File: config.mk
export PLATFORM = sky130hd
export DESIGN_NAME = sha256_padder
export DESIGN_NICKNAME = d
export VERILOG_FILES = /design/src/rtl/sha256_padder.sv
export SDC_FILE = /design/constraint.sdc
export NUM_CORES = 1
export LEC_CHECK = 0
export ABC_AREA = 1
export ABC_CLOCK_PERIOD_IN_PS = 25400
export BUFFER_PORTS_ARGS = -buffer_cell sky130_fd_sc_hd__buf_2
export CAP_MARGIN = 20
export CORE_MARGIN = 2
export CORE_UTILIZATION = 40
export DETAILED_ROUTE_END_ITERATION = 10
export HOLD_SLACK_MARGIN = 0.12
export PLACE_DENSITY_LB_ADDON = 0.1
export RECOVER_POWER = 25
export SLEW_MARGIN = 0
export SYNTH_ARGS = -nofsm -noshare
export SYNTH_HDL_FRONTEND = slang
export SYNTH_SLANG_ARGS = --single-unit
File: constraint.sdc
create_clock -name clock -period 25.4 [get_ports clock]
set_input_delay 3.81 -clock clock [delete_from_list [all_inputs] [get_ports clock]]
set_output_delay 3.81 -clock clock [all_outputs]
set_load 0.05 [all_outputs]
File: src/rtl/sha256_padder.sv
// SHA-256 message padder: packs a byte stream into big-endian 512-bit blocks and
// appends the 0x80 marker, zero fill and 64-bit message bit length.
module sha256_padder #(
  parameter int LEN_W = 64
) (
  input  logic         clock,
  input  logic         reset,
  input  logic         in_valid,
  output logic         in_ready,
  input  logic [7:0]   in_data,
  input  logic         in_keep,
  input  logic         in_last,
  output logic         blk_valid,
  input  logic         blk_ready,
  output logic [511:0] blk_data,
  output logic         blk_first,
  output logic         blk_last,
  output logic         busy
);

  typedef enum logic [2:0] {FILL, PAD80, PADZ, PLEN, EMIT} state_t;

  state_t           state_q, state_d, ret_q, ret_d;
  logic [6:0]       idx_q, idx_d, idx_inc;
  logic [LEN_W-1:0] bitlen_q, bitlen_d;
  logic             first_q, first_d, final_q, final_d, busy_q, busy_d;
  logic             in_ready_q, in_ready_d, blk_valid_q, blk_valid_d;
  logic             blk_first_q, blk_first_d, blk_last_q, blk_last_d;
  logic [7:0]       buf_q [64];
  logic             wr_en;
  logic [5:0]       wr_addr, len_sel;
  logic [7:0]       wr_data;
  logic [63:0]      bitlen64;
  logic             accept;

  assign accept = in_valid && in_ready_q && (state_q == FILL);

  always_comb begin
    state_d  = state_q;
    ret_d    = ret_q;
    idx_d    = idx_q;
    bitlen_d = bitlen_q;
    first_d  = first_q;
    final_d  = final_q;
    busy_d   = busy_q;
    wr_en    = 1'b0;
    wr_addr  = idx_q[5:0];
    wr_data  = 8'h00;
    idx_inc  = idx_q + 7'd1;
    bitlen64 = 64'(bitlen_q);
    len_sel  = 6'd63 - idx_q[5:0];

    case (state_q)
      FILL: begin
        if (accept) begin
          busy_d = 1'b1;
          if (in_keep) begin
            wr_en    = 1'b1;
            wr_data  = in_data;
            idx_d    = idx_inc;
            bitlen_d = bitlen_q + LEN_W'(8);
            if (idx_inc == 7'd64) begin
              state_d = EMIT;
              ret_d   = in_last ? PAD80 : FILL;
              final_d = 1'b0;
            end else if (in_last) begin
              state_d = PAD80;
            end
          end else if (in_last) begin
            state_d = PAD80;
          end
        end
      end
      PAD80, PADZ: begin
        wr_en   = 1'b1;
        wr_data = (state_q == PAD80) ? 8'h80 : 8'h00;
        idx_d   = idx_inc;
        if (idx_inc == 7'd56) begin
          state_d = PLEN;
        end else if (idx_inc == 7'd64) begin
          state_d = EMIT;
          ret_d   = PADZ;
          final_d = 1'b0;
        end else begin
          state_d = PADZ;
        end
      end
      PLEN: begin
        // Offsets 56..63 carry length bytes 7..0, most significant first.
        wr_en   = 1'b1;
        wr_data = 8'(bitlen64 >> {len_sel[2:0], 3'b000});
        idx_d   = idx_inc;
        if (idx_inc == 7'd64) begin
          state_d = EMIT;
          ret_d   = FILL;
          final_d = 1'b1;
        end
      end
      EMIT: begin
        if (blk_ready) begin
          idx_d   = 7'd0;
          first_d = 1'b0;
          state_d = ret_q;
          if (final_q) begin
            bitlen_d = '0;
            first_d  = 1'b1;
            busy_d   = 1'b0;
            final_d  = 1'b0;
          end
        end
      end
      default: state_d = FILL;
    endcase

    in_ready_d  = (state_d == FILL);
    blk_valid_d = (state_d == EMIT);
    blk_first_d = blk_first_q;
    blk_last_d  = blk_last_q;
    if (state_q != EMIT && state_d == EMIT) begin
      blk_first_d = first_q;
      blk_last_d  = final_d;
    end else if (state_d != EMIT) begin
      blk_first_d = 1'b0;
      blk_last_d  = 1'b0;
    end
  end

  always_ff @(posedge clock or posedge reset) begin
    if (reset) begin
      state_q     <= FILL;
      ret_q       <= FILL;
      idx_q       <= '0;
      bitlen_q    <= '0;
      first_q     <= 1'b1;
      final_q     <= 1'b0;
      busy_q      <= 1'b0;
      in_ready_q  <= 1'b0;
      blk_valid_q <= 1'b0;
      blk_first_q <= 1'b0;
      blk_last_q  <= 1'b0;
    end else begin
      state_q     <= state_d;
      ret_q       <= ret_d;
      idx_q       <= idx_d;
      bitlen_q    <= bitlen_d;
      first_q     <= first_d;
      final_q     <= final_d;
      busy_q      <= busy_d;
      in_ready_q  <= in_ready_d;
      blk_valid_q <= blk_valid_d;
      blk_first_q <= blk_first_d;
      blk_last_q  <= blk_last_d;
    end
  end

  always_ff @(posedge clock or posedge reset) begin
    if (reset) begin
      for (int i = 0; i < 64; i++) buf_q[i] <= 8'h00;
    end else if (wr_en) begin
      buf_q[wr_addr] <= wr_data;
    end
  end

  for (genvar gi = 0; gi < 64; gi++) begin : g_pack
    assign blk_data[511-8*gi -: 8] = buf_q[gi];
  end

  assign in_ready  = in_ready_q;
  assign blk_valid = blk_valid_q;
  assign blk_first = blk_first_q;
  assign blk_last  = blk_last_q;
  assign busy      = busy_q;

endmodule
==> results of run 1 <==
[final cells by class]
cell class	count	share of cell area (%)
Sequential cell	592	46.7
Multi-Input combinational cell	2350	31.4
Timing Repair Buffer	546	8.49
Clock buffer	95	6.20
Tap cell	855	3.37
Inverter	198	2.35
Clock inverter	27	1.43
Antenna cell	1	0.00789
[metal layers]
metal	vias to the layer above	share of wire (%)	track usage, %
li1	11000	-	-
met1	11200	43	37.8
met2	844	46	45.2
met3	202	7.0	6.39
met4	2	4.0	10.9
met5	-	0.0073	0
[flip-flops by register name, summed over array words and instances, names as in the netlist]
name and cells:
bitlen64 61, blk_data 512, blk_first 1, blk_last 1, blk_valid 1, busy 1
final_q 1, first_q 1, idx_q 7, in_ready 1, ret_q 2, state_q 3
[placed cells by master, fill, tap and decap left out, types with 2 or more instances in the layout]
cell type,n
sky130_fd_sc_hd__a21oi_1,15
sky130_fd_sc_hd__nand2_8,2
sky130_fd_sc_hd__inv_1,136
sky130_fd_sc_hd__clkbuf_8,12
sky130_fd_sc_hd__xor2_1,10
sky130_fd_sc_hd__dfrtp_1,591
sky130_fd_sc_hd__and2_1,2
sky130_fd_sc_hd__buf_2,458
sky130_fd_sc_hd__o22ai_1,17
sky130_fd_sc_hd__clkbuf_16,70
sky130_fd_sc_hd__o21ai_0,33
sky130_fd_sc_hd__inv_6,3
sky130_fd_sc_hd__or2_2,2
sky130_fd_sc_hd__ha_1,2
sky130_fd_sc_hd__o21ai_1,13
sky130_fd_sc_hd__o21bai_1,4
sky130_fd_sc_hd__a22oi_1,5
sky130_fd_sc_hd__nor2_8,14
sky130_fd_sc_hd__nand2_1,1861
sky130_fd_sc_hd__nor2_1,142
sky130_fd_sc_hd__bufinv_16,11
sky130_fd_sc_hd__nand2_4,11
sky130_fd_sc_hd__nor3_1,18
sky130_fd_sc_hd__o31ai_1,5
sky130_fd_sc_hd__nand3_2,2
sky130_fd_sc_hd__inv_2,59
sky130_fd_sc_hd__clkinvlp_4,3
sky130_fd_sc_hd__nand3b_1,2
sky130_fd_sc_hd__nand3_1,70
sky130_fd_sc_hd__clkbuf_1,86
sky130_fd_sc_hd__clkinv_2,9
sky130_fd_sc_hd__nand2_2,20
sky130_fd_sc_hd__buf_4,14
sky130_fd_sc_hd__xnor2_1,2
sky130_fd_sc_hd__clkinv_1,2
sky130_fd_sc_hd__nor2_4,16
sky130_fd_sc_hd__nor2_2,15
sky130_fd_sc_hd__nor3_2,3
sky130_fd_sc_hd__nand4_1,56
[synth_stat cells, types with 2 or more instances]
library cell,instances,share of area [%]
sky130_fd_sc_hd__nor2_8,14,1.1
sky130_fd_sc_hd__buf_2,59,1.1
sky130_fd_sc_hd__nand2_2,26,0.63
sky130_fd_sc_hd__nand3b_1,2,0.058
sky130_fd_sc_hd__nand2_1,1862,27
sky130_fd_sc_hd__nor2_4,16,0.70
sky130_fd_sc_hd__o21bai_1,4,0.12
sky130_fd_sc_hd__dfrtp_1,591,57
sky130_fd_sc_hd__or2_2,2,0.048
sky130_fd_sc_hd__nor2_2,16,0.39
sky130_fd_sc_hd__o22ai_1,16,0.39
sky130_fd_sc_hd__nor2_1,141,2.0
sky130_fd_sc_hd__inv_2,60,0.87
sky130_fd_sc_hd__a22oi_1,5,0.15
sky130_fd_sc_hd__nand2_8,2,0.15
sky130_fd_sc_hd__nand2_4,4,0.17
sky130_fd_sc_hd__inv_1,138,2.0
sky130_fd_sc_hd__buf_1,3,0.044
sky130_fd_sc_hd__xnor2_1,2,0.068
sky130_fd_sc_hd__nand3_1,69,1.3
sky130_fd_sc_hd__a21oi_1,15,0.29
sky130_fd_sc_hd__xor2_1,10,0.34
sky130_fd_sc_hd__nand4_1,56,1.4
sky130_fd_sc_hd__ha_1,2,0.097
sky130_fd_sc_hd__nor3_2,3,0.12
sky130_fd_sc_hd__o31ai_1,5,0.15
sky130_fd_sc_hd__clkbuf_1,6,0.087
sky130_fd_sc_hd__and2_1,2,0.048
sky130_fd_sc_hd__o21ai_1,13,0.25
sky130_fd_sc_hd__o21ai_0,33,0.64
sky130_fd_sc_hd__nand3_2,3,0.12
sky130_fd_sc_hd__nor3_1,18,0.35
[through the flow]
step	total power, mW	hold WS (ns)
detailed placement	0.983	0.460
finish	2.03	0.470
global route	2.09	0.487
global placement	0.983	0.457
CTS	2.05	0.475
floorplan	0.975	0.447
[final timing paths]
kind	endpoint	slack (ns)	cells after the start
hold reg to reg	first_q$_DFFE_PP1P_	0.47	2
setup / recovery	blk_data[288]$_DFFE_PP0P_	15.48	4
hold / removal	first_q$_DFFE_PP1P_	0.47	2
setup reg to reg	blk_data[288]$_DFFE_PP0P_	20.59	10
max in group clock	blk_data[288]$_DFFE_PP0P_	18.07	8
min in group asynchronous	blk_data[346]$_DFFE_PP0P_	4.89	2
[power groups by stage]
stage	logic, mW	clock network [mW]	registers, mW
2_1_floorplan	0.0138	0	0.961
3_3_place_gp	0.0231	0	0.960
3_5_place_dp	0.0230	0	0.960
4_1_cts	0.0230	1.09	0.943
5_1_grt	0.0253	1.12	0.943
6_report	0.0211	1.07	0.943
[cells by family (layout without fill, tap and decap cells)]
| group | Yosys count | in the layout | share of synthesized area (%) |
|---|---|---|---|
| other | 0 | 1 | 0 |
| buffers and inverters | 270 | 866 | 4.31 |
| AOI/OAI and AO/OA | 95 | 95 | 2.15 |
| DFF | 592 | 592 | 57.2 |
| xor gates and xnor gates | 12 | 12 | 0.406 |
| adders and majority gates | 2 | 2 | 0.0967 |
| and+or+nand+nor | 2241 | 2241 | 35.8 |
[worst max-delay path: cells and delay by family]
family	cells	cell delay [ns]
buf+inv	4	6.61
==> summary.md, run 1 <==
| Metric | Value |
|---|---|
| Static power due to leakage | `18.9 nW` |
| Number of fill cells | `6420` |
| Synthesis warning total | `0` |
| Clock root buffer | `sky130_fd_sc_hd__clkbuf_16` |
| Reg2reg start | `state_q[0]$_DFF_PP0_` |
| Combined area of all synthesized cells | `between 20000 and 30000 sq um` |
| # rows | `93` |
| Cell area after placement | `29400 sq um` |
| Number of library cell types mapped by synthesis | `46` |
| Failing checks | `max-capacitance violations, max-slew violations` |
| Post-DP HPWL | `66000 microns` |
| Number of clock buffers inserted by TritonCTS | `69` |
| Fraction of the yosys area taken by sequential cells | `57.2%` |
| Total GRT Usage | `28.4%` |
| Sequential power share | `46.4%` |
| Sinks on the clock net | `roughly 590` |
| Core area | `64200 sq um` |
| Via count | `about 23k` |
| Per-cell routed wire length | `slightly above 20 microns` |
| Routed Wire Length | `96100 microns` |
| Die area | `66800 sq um` |
| Share of flip-flops with an asynchronous set or reset | `100%` |
| Global-route wire length before repair | `143000 microns` |
| Smallest setup slack after layout | `15.48 ns` |
| Class of the worst hold path | `reg -> reg` |
| DRC violation count after routing | `0` |
| TNS Setup | `0 ns` |
| Peak fanout along the critical path | `between 100 and 150` |
| Critical-path cell with the highest stage delay | `sky130_fd_sc_hd__clkinvlp_2` |
| Setup repair after global routing missed its margin | `false` |
| Total count of max-transition violations in the final report | `244` |
| Kind of start point of the critical path | `primary input` |
| Die Span X | `about 260 microns` |
| Cell Pwr Density | `64.1 nW/um^2` |
| Syn_area_per_cell | `8.06 sq um` |
| Number of endpoints failing setup at the final stage | `0` |
| Number of enable flip-flop cells after synthesis | `0` |
| Crit path arrival time | `10.55 ns` |
| Max-slew headroom | `-264%` |
| Buffer count from post-CTS setup fixing | `0` |
| Area added between synthesis and finish | `22.5%` |
| Ports | `531` |
| Area taken by flip-flops and latches | `14800 sq um` |
| Number of buffers inserted by port buffering | `530` |
| Worst slack at placement | `19.04 ns` |
| Nature of the critical path endpoint | `async pin` |
| Via density per instance | `around 5` |
| Clock insertion delay at the later pin of the skew report | `0.62 ns` |
| Critical path start-end classification | `in -> async` |
| Total global routing overflow | `0` |
| 1st-iter DRT viols | `approximately 2.2k` |
| Number of instances in the placed design | `4541` |
| Series of cell instances along the critical path | `buf_2 > clkinvlp_2 > clkbuf_1 > buf_4` |
| Endpoints failing hold | `0` |
| Clock share of power | `between 50% and 60%` |
| Number of nets at the end of the flow | `approximately 3.8k` |
| Design internal power | `~1.6 mW` |
| Hold buffers post-CTS | `0` |
| Non-filler instance count after layout | `approximately 4.7k` |
| Initial DRT Pass Iterations | `6` |
| Fraction of final layout cells sized beyond drive strength 1 | `19.2%` |
| Number of antenna violations at the first check in global routing | `1` |
| Max rail drop VDD | `about 0.044 mV` |
| CTS tree | `done` |
| Delay of the slowest critical-path stage | `~3 ns` |
| Initial cell density of the core | `40.3%` |
| Clk slew on worst S/H paths | `0.06 ns` |
| Net switching power | `0.432 mW` |
| Maximum count of clock buffers along a single path | `3` |
| Maximum clock rate | `0.101 GHz` |
| Maximum number of pins on one net before global-route repair | `151` |
| Final design area excluding fillers | `31700 sq um` |
| Outcome | `finished, violations left` |
| Synth Flop Type | `sky130_fd_sc_hd__dfrtp_1` |
| Nets in the synthesized netlist | `3228` |
| Area of the multi-input gates | `9970 sq um` |
| Net Sw Frac | `21.3%` |
| Final core occ | `49.4%` |
| Count of state elements after synthesis | `~590` |
| Max-capacitance violation count | `4` |
| CTS-repair resized insts | `0` |
| Depth of the CTS H-tree | `3` |
| Post-route clock skew | `0.0223 ns` |
| Die H | `258 microns` |
| Worst-margin pin slew | `5.43 ns` |
| Post-Synthesis Cells | `around 3.2k` |
| Post-route minimum period | `9.92 ns` |
| Worst hold start | `first_q$_DFFE_PP1P_` |
| Via count of the first global-routing pass | `22.2k` |
| Last weighted congestion value of the routability-driven placer | `roughly 0.97` |
| Fraction of the cycle the final worst path needs | `39.1%` |
| Worst setup path start | `reset` |
| Critical Path RT | `26.03 ns` |
| Remaining antenna violation count after routing | `0` |
| Gate power share | `1.0%` |
Note: power is estimated with default switching activity, not from simulation.
==> run 2: changes to the inputs <==
ABC_AREA = 0   (was 1)
ABC_CLOCK_PERIOD_IN_PS = 8700   (was 25400)
clock period = 8.7 ns   (was 25.4 ns; I/O delays follow)
==> summary.md, run 2 <==
| Metric | Value |
|---|---|
| Worst setup path start | `reset` |
| Buffer count from post-CTS setup fixing | `0` |
| Reg2reg start | `idx_q[1]$_DFFE_PP0P_` |
| Via count | `19.4k` |
| Endpoints failing hold | `0` |
| Hold buffers post-CTS | `0` |
| Non-filler instance count after layout | `between 3k and 4k` |
| Via count of the first global-routing pass | `approximately 19k` |
| Clock insertion delay at the later pin of the skew report | `approximately 0.6 ns` |
| Share of flip-flops with an asynchronous set or reset | `100%` |
| Number of library cell types mapped by synthesis | `74` |
| Sequential power share | `33.7%` |
| Global-route wire length before repair | `126000 microns` |
| Cell Pwr Density | `385 nW/um^2` |
| Max-slew headroom | `-143%` |
| Post-Synthesis Cells | `2275` |
| Capture point of the worst reg-to-reg path | `blk_data[113]$_DFFE_PP0P_` |
| Number of buffers inserted by port buffering | `530` |
| Total global routing overflow | `0` |
| Last weighted congestion value of the routability-driven placer | `0.919` |
| Routed Wire Length | `85500 microns` |
| Initial cell density of the core | `just over 40%` |
| Design internal power | `6.00 mW` |
| Sinks on the clock net | `592` |
| Cell with the most instances after synthesis | `sky130_fd_sc_hd__dfrtp_1` |
| Synthesis warning total | `0` |
| Post-DP HPWL | `slightly below 60000 microns` |
| Gate power share | `41.1%` |
| Max rail drop VDD | `0.208 mV` |
| Failing checks | `max-capacitance violations, max-slew violations` |
| Synth Flop Type | `sky130_fd_sc_hd__dfrtp_1` |
| 1st-iter DRT viols | `1658` |
| Uppermost layer routed | `met5` |
| Clk slew on worst S/H paths | `0.06 ns` |
| Clock share of power | `25.2%` |
| Total count of max-transition violations in the final report | `218` |
| Worst-margin pin slew | `3.65 ns` |
| Critical Path RT | `8.56 ns` |
| Final design area excluding fillers | `29200 sq um` |
| Die area | `62200 sq um` |
| Setup repair after global routing missed its margin | `false` |
| Met2 routed wirelength | `39800 microns` |
| Final core occ | `49.3%` |
| Total routed wire length on the met1 layer | `around 36000 microns` |
| Net switching power | `5.26 mW` |
| Maximum clock rate | `0.185 GHz` |
| Syn_area_per_cell | `10.6 sq um` |
| Met3 wire len | `6180 microns` |
| Area added between synthesis and finish | `21.3%` |
| Kind of start point of the critical path | `primary input` |
| CP Capture Point | `blk_data[113]$_DFFE_PP0P_` |
| Max-capacitance violation count | `3` |
| Post-route minimum period | `5.42 ns` |
| Remaining antenna violation count after routing | `0` |
| Post-route clock skew | `0.0248 ns` |
| Peak fanout along the critical path | `148` |
| Largest register FFs | `512` |
| Maximum number of pins on one net before global-route repair | `171` |
| Worst R2R Setup Slack | `4.57 ns` |
| Die Span X | `249 microns` |
| Initial DRT Pass Iterations | `8` |
| Nets in the synthesized netlist | `2291` |
| Most common library cells after synthesis | `sky130_fd_sc_hd__dfrtp_1, sky130_fd_sc_hd__nor2_1, sky130_fd_sc_hd__a21oi_1` |
| Fraction of the yosys area taken by sequential cells | `61.6%` |
| Count of state elements after synthesis | `592` |
| Crit path arrival time | `5.28 ns` |
| Number of nets at the end of the flow | `2763` |
| Combined area of all synthesized cells | `24100 sq um` |
| Total GRT Usage | `~27%` |
| Die H | `249 microns` |
| DRC violation count after routing | `0` |
| Portion of synthesized cell area occupied by the leading cell type | `about three fifths` |
| Length in cells of the worst reg-to-reg path | `7` |
| Number of antenna violations at the first check in global routing | `4` |
| Number of endpoints failing setup at the final stage | `0` |
| Nature of the critical path endpoint | `async pin` |
| Maximum count of clock buffers along a single path | `3` |
| Ports | `531` |
| Outcome | `finished, violations left` |
| Highest-count cells in the layout ignoring fill and taps | `sky130_fd_sc_hd__dfrtp_1, sky130_fd_sc_hd__nor2_1, sky130_fd_sc_hd__a21oi_1, sky130_fd_sc_hd__buf_2, sky130_fd_sc_hd__clkbuf_1` |
| Number of clock buffers inserted by TritonCTS | `67` |
| # rows | `89` |
| Cell area after placement | `roughly 27000 sq um` |
| Fraction of the cycle the final worst path needs | `approximately 62%` |
| Most frequent standard cell in the layout excluding fill and tap cells | `sky130_fd_sc_hd__dfrtp_1` |
| Static power due to leakage | `14.3 nW` |
| CTS tree | `done` |
| Net Sw Frac | `46.7%` |
| Fraction of final layout cells sized beyond drive strength 1 | `25.5%` |
| Number of enable flip-flop cells after synthesis | `0` |
| Cell taking the most area after synthesis | `sky130_fd_sc_hd__dfrtp_1` |
| Critical path start-end classification | `in -> async` |
| Synth area leaders | `sky130_fd_sc_hd__dfrtp_1, sky130_fd_sc_hd__a21oi_1, sky130_fd_sc_hd__nor2_1` |
| Via density per instance | `5.45` |
| Worst slack at placement | `approximately 4.4 ns` |
| Core area | `about 59000 sq um` |
| CTS-repair resized insts | `0` |
| Depth of the CTS H-tree | `3` |
| Per-cell routed wire length | `around 24 microns` |
| Number of instances in the placed design | `3448` |
| Depth of the worst hold-timing path | `2` |
| Class of the worst hold path | `reg -> reg` |
| Smallest setup slack after layout | `approximately 3.3 ns` |
| Clock root buffer | `sky130_fd_sc_hd__clkbuf_16` |
## run 2: changes by cell type after synthesis, sizes merged, moves of 16 or more
cell	change
nand2	-1830
a21oi	+467
nor2	+315
inv	-180
mux2	+88
buf	+58
nand4	-36
nor3	+35
nand3	-31
or3	+25
clkbuf	+24
nor4	+20
o22ai	-16
## run 2: power by group through the flow
stage | clock network, mW | registers [mW] | logic (mW)
3_3_place_gp | 0 | 3.82 | 4.62
3_5_place_dp | 0 | 3.85 | 4.65
2_1_floorplan | 0 | 5.97 | 1.21
5_1_grt | 3.01 | 3.87 | 4.84
6_report | 2.84 | 3.79 | 4.63
4_1_cts | 2.89 | 3.80 | 4.66
## run 2: area by class of cell
type	instances	area (sq um)
multi-input combinational	1511	8460
sequential	592	14800
inverter	18	68.8
antenna	1	2.50
clock buffer	99	2000
timing repair buffer	557	2710
fill	5595	30000
tap	773	967
clock inverter	14	183
## run 2: cells by family (layout without fill, tap and decap cells)
| logic type | after synthesis | in the layout | share of synthesized area, % |
|---|---|---|---|
| adders and majority gates | 2 | 2 | 0.104 |
| DFF | 592 | 592 | 61.6 |
| xor gates and xnor gates | 20 | 20 | 0.728 |
| buffers and inverters | 172 | 688 | 3.43 |
| other | 0 | 1 | 0 |
| AOI/OAI and AO/OA | 600 | 600 | 13.7 |
| muxes | 98 | 98 | 4.84 |
| and+or+nand+nor | 791 | 791 | 15.7 |
## run 2: routing by layer
| metal | track usage, % | up-vias |
|---|---|---|
| li1 | - | 8817 |
| met3 | 6.28 | 180 |
| met4 | 11.5 | 2 |
| met1 | 35.9 | 9680 |
| met5 | 0 | - |
| met2 | 42.7 | 767 |
## run 2: critical path: stages
cell                         delay, ns
sky130_fd_sc_hd__buf_2            0.10
sky130_fd_sc_hd__clkinvlp_2       1.02
sky130_fd_sc_hd__clkbuf_2         2.65
## run 2: stage by stage
stage	power (mW)	hold WS (ns)	setup TNS [ns]
final	11.3	0.470	0
after global routing	11.7	0.484	0
after CTS	11.4	0.478	0
after detailed placement	8.50	0.466	0
after global placement	8.43	0.455	0
after floorplan	7.17	0.439	-399.23
## run 2: worst min-delay path by stage
stage / from / endpoint / slack (ns)
2_1_floorplan: first_q$_DFFE_PP1P_ / first_q$_DFFE_PP1P_ / 0.44
3_3_place_gp: first_q$_DFFE_PP1P_ / first_q$_DFFE_PP1P_ / 0.46
3_5_place_dp: first_q$_DFFE_PP1P_ / first_q$_DFFE_PP1P_ / 0.47
4_1_cts: first_q$_DFFE_PP1P_ / first_q$_DFFE_PP1P_ / 0.48
5_1_grt: ret_q[1]$_DFFE_PP0P_ / state_q[1]$_DFF_PP0_ / 0.48
6_report: first_q$_DFFE_PP1P_ / first_q$_DFFE_PP1P_ / 0.47
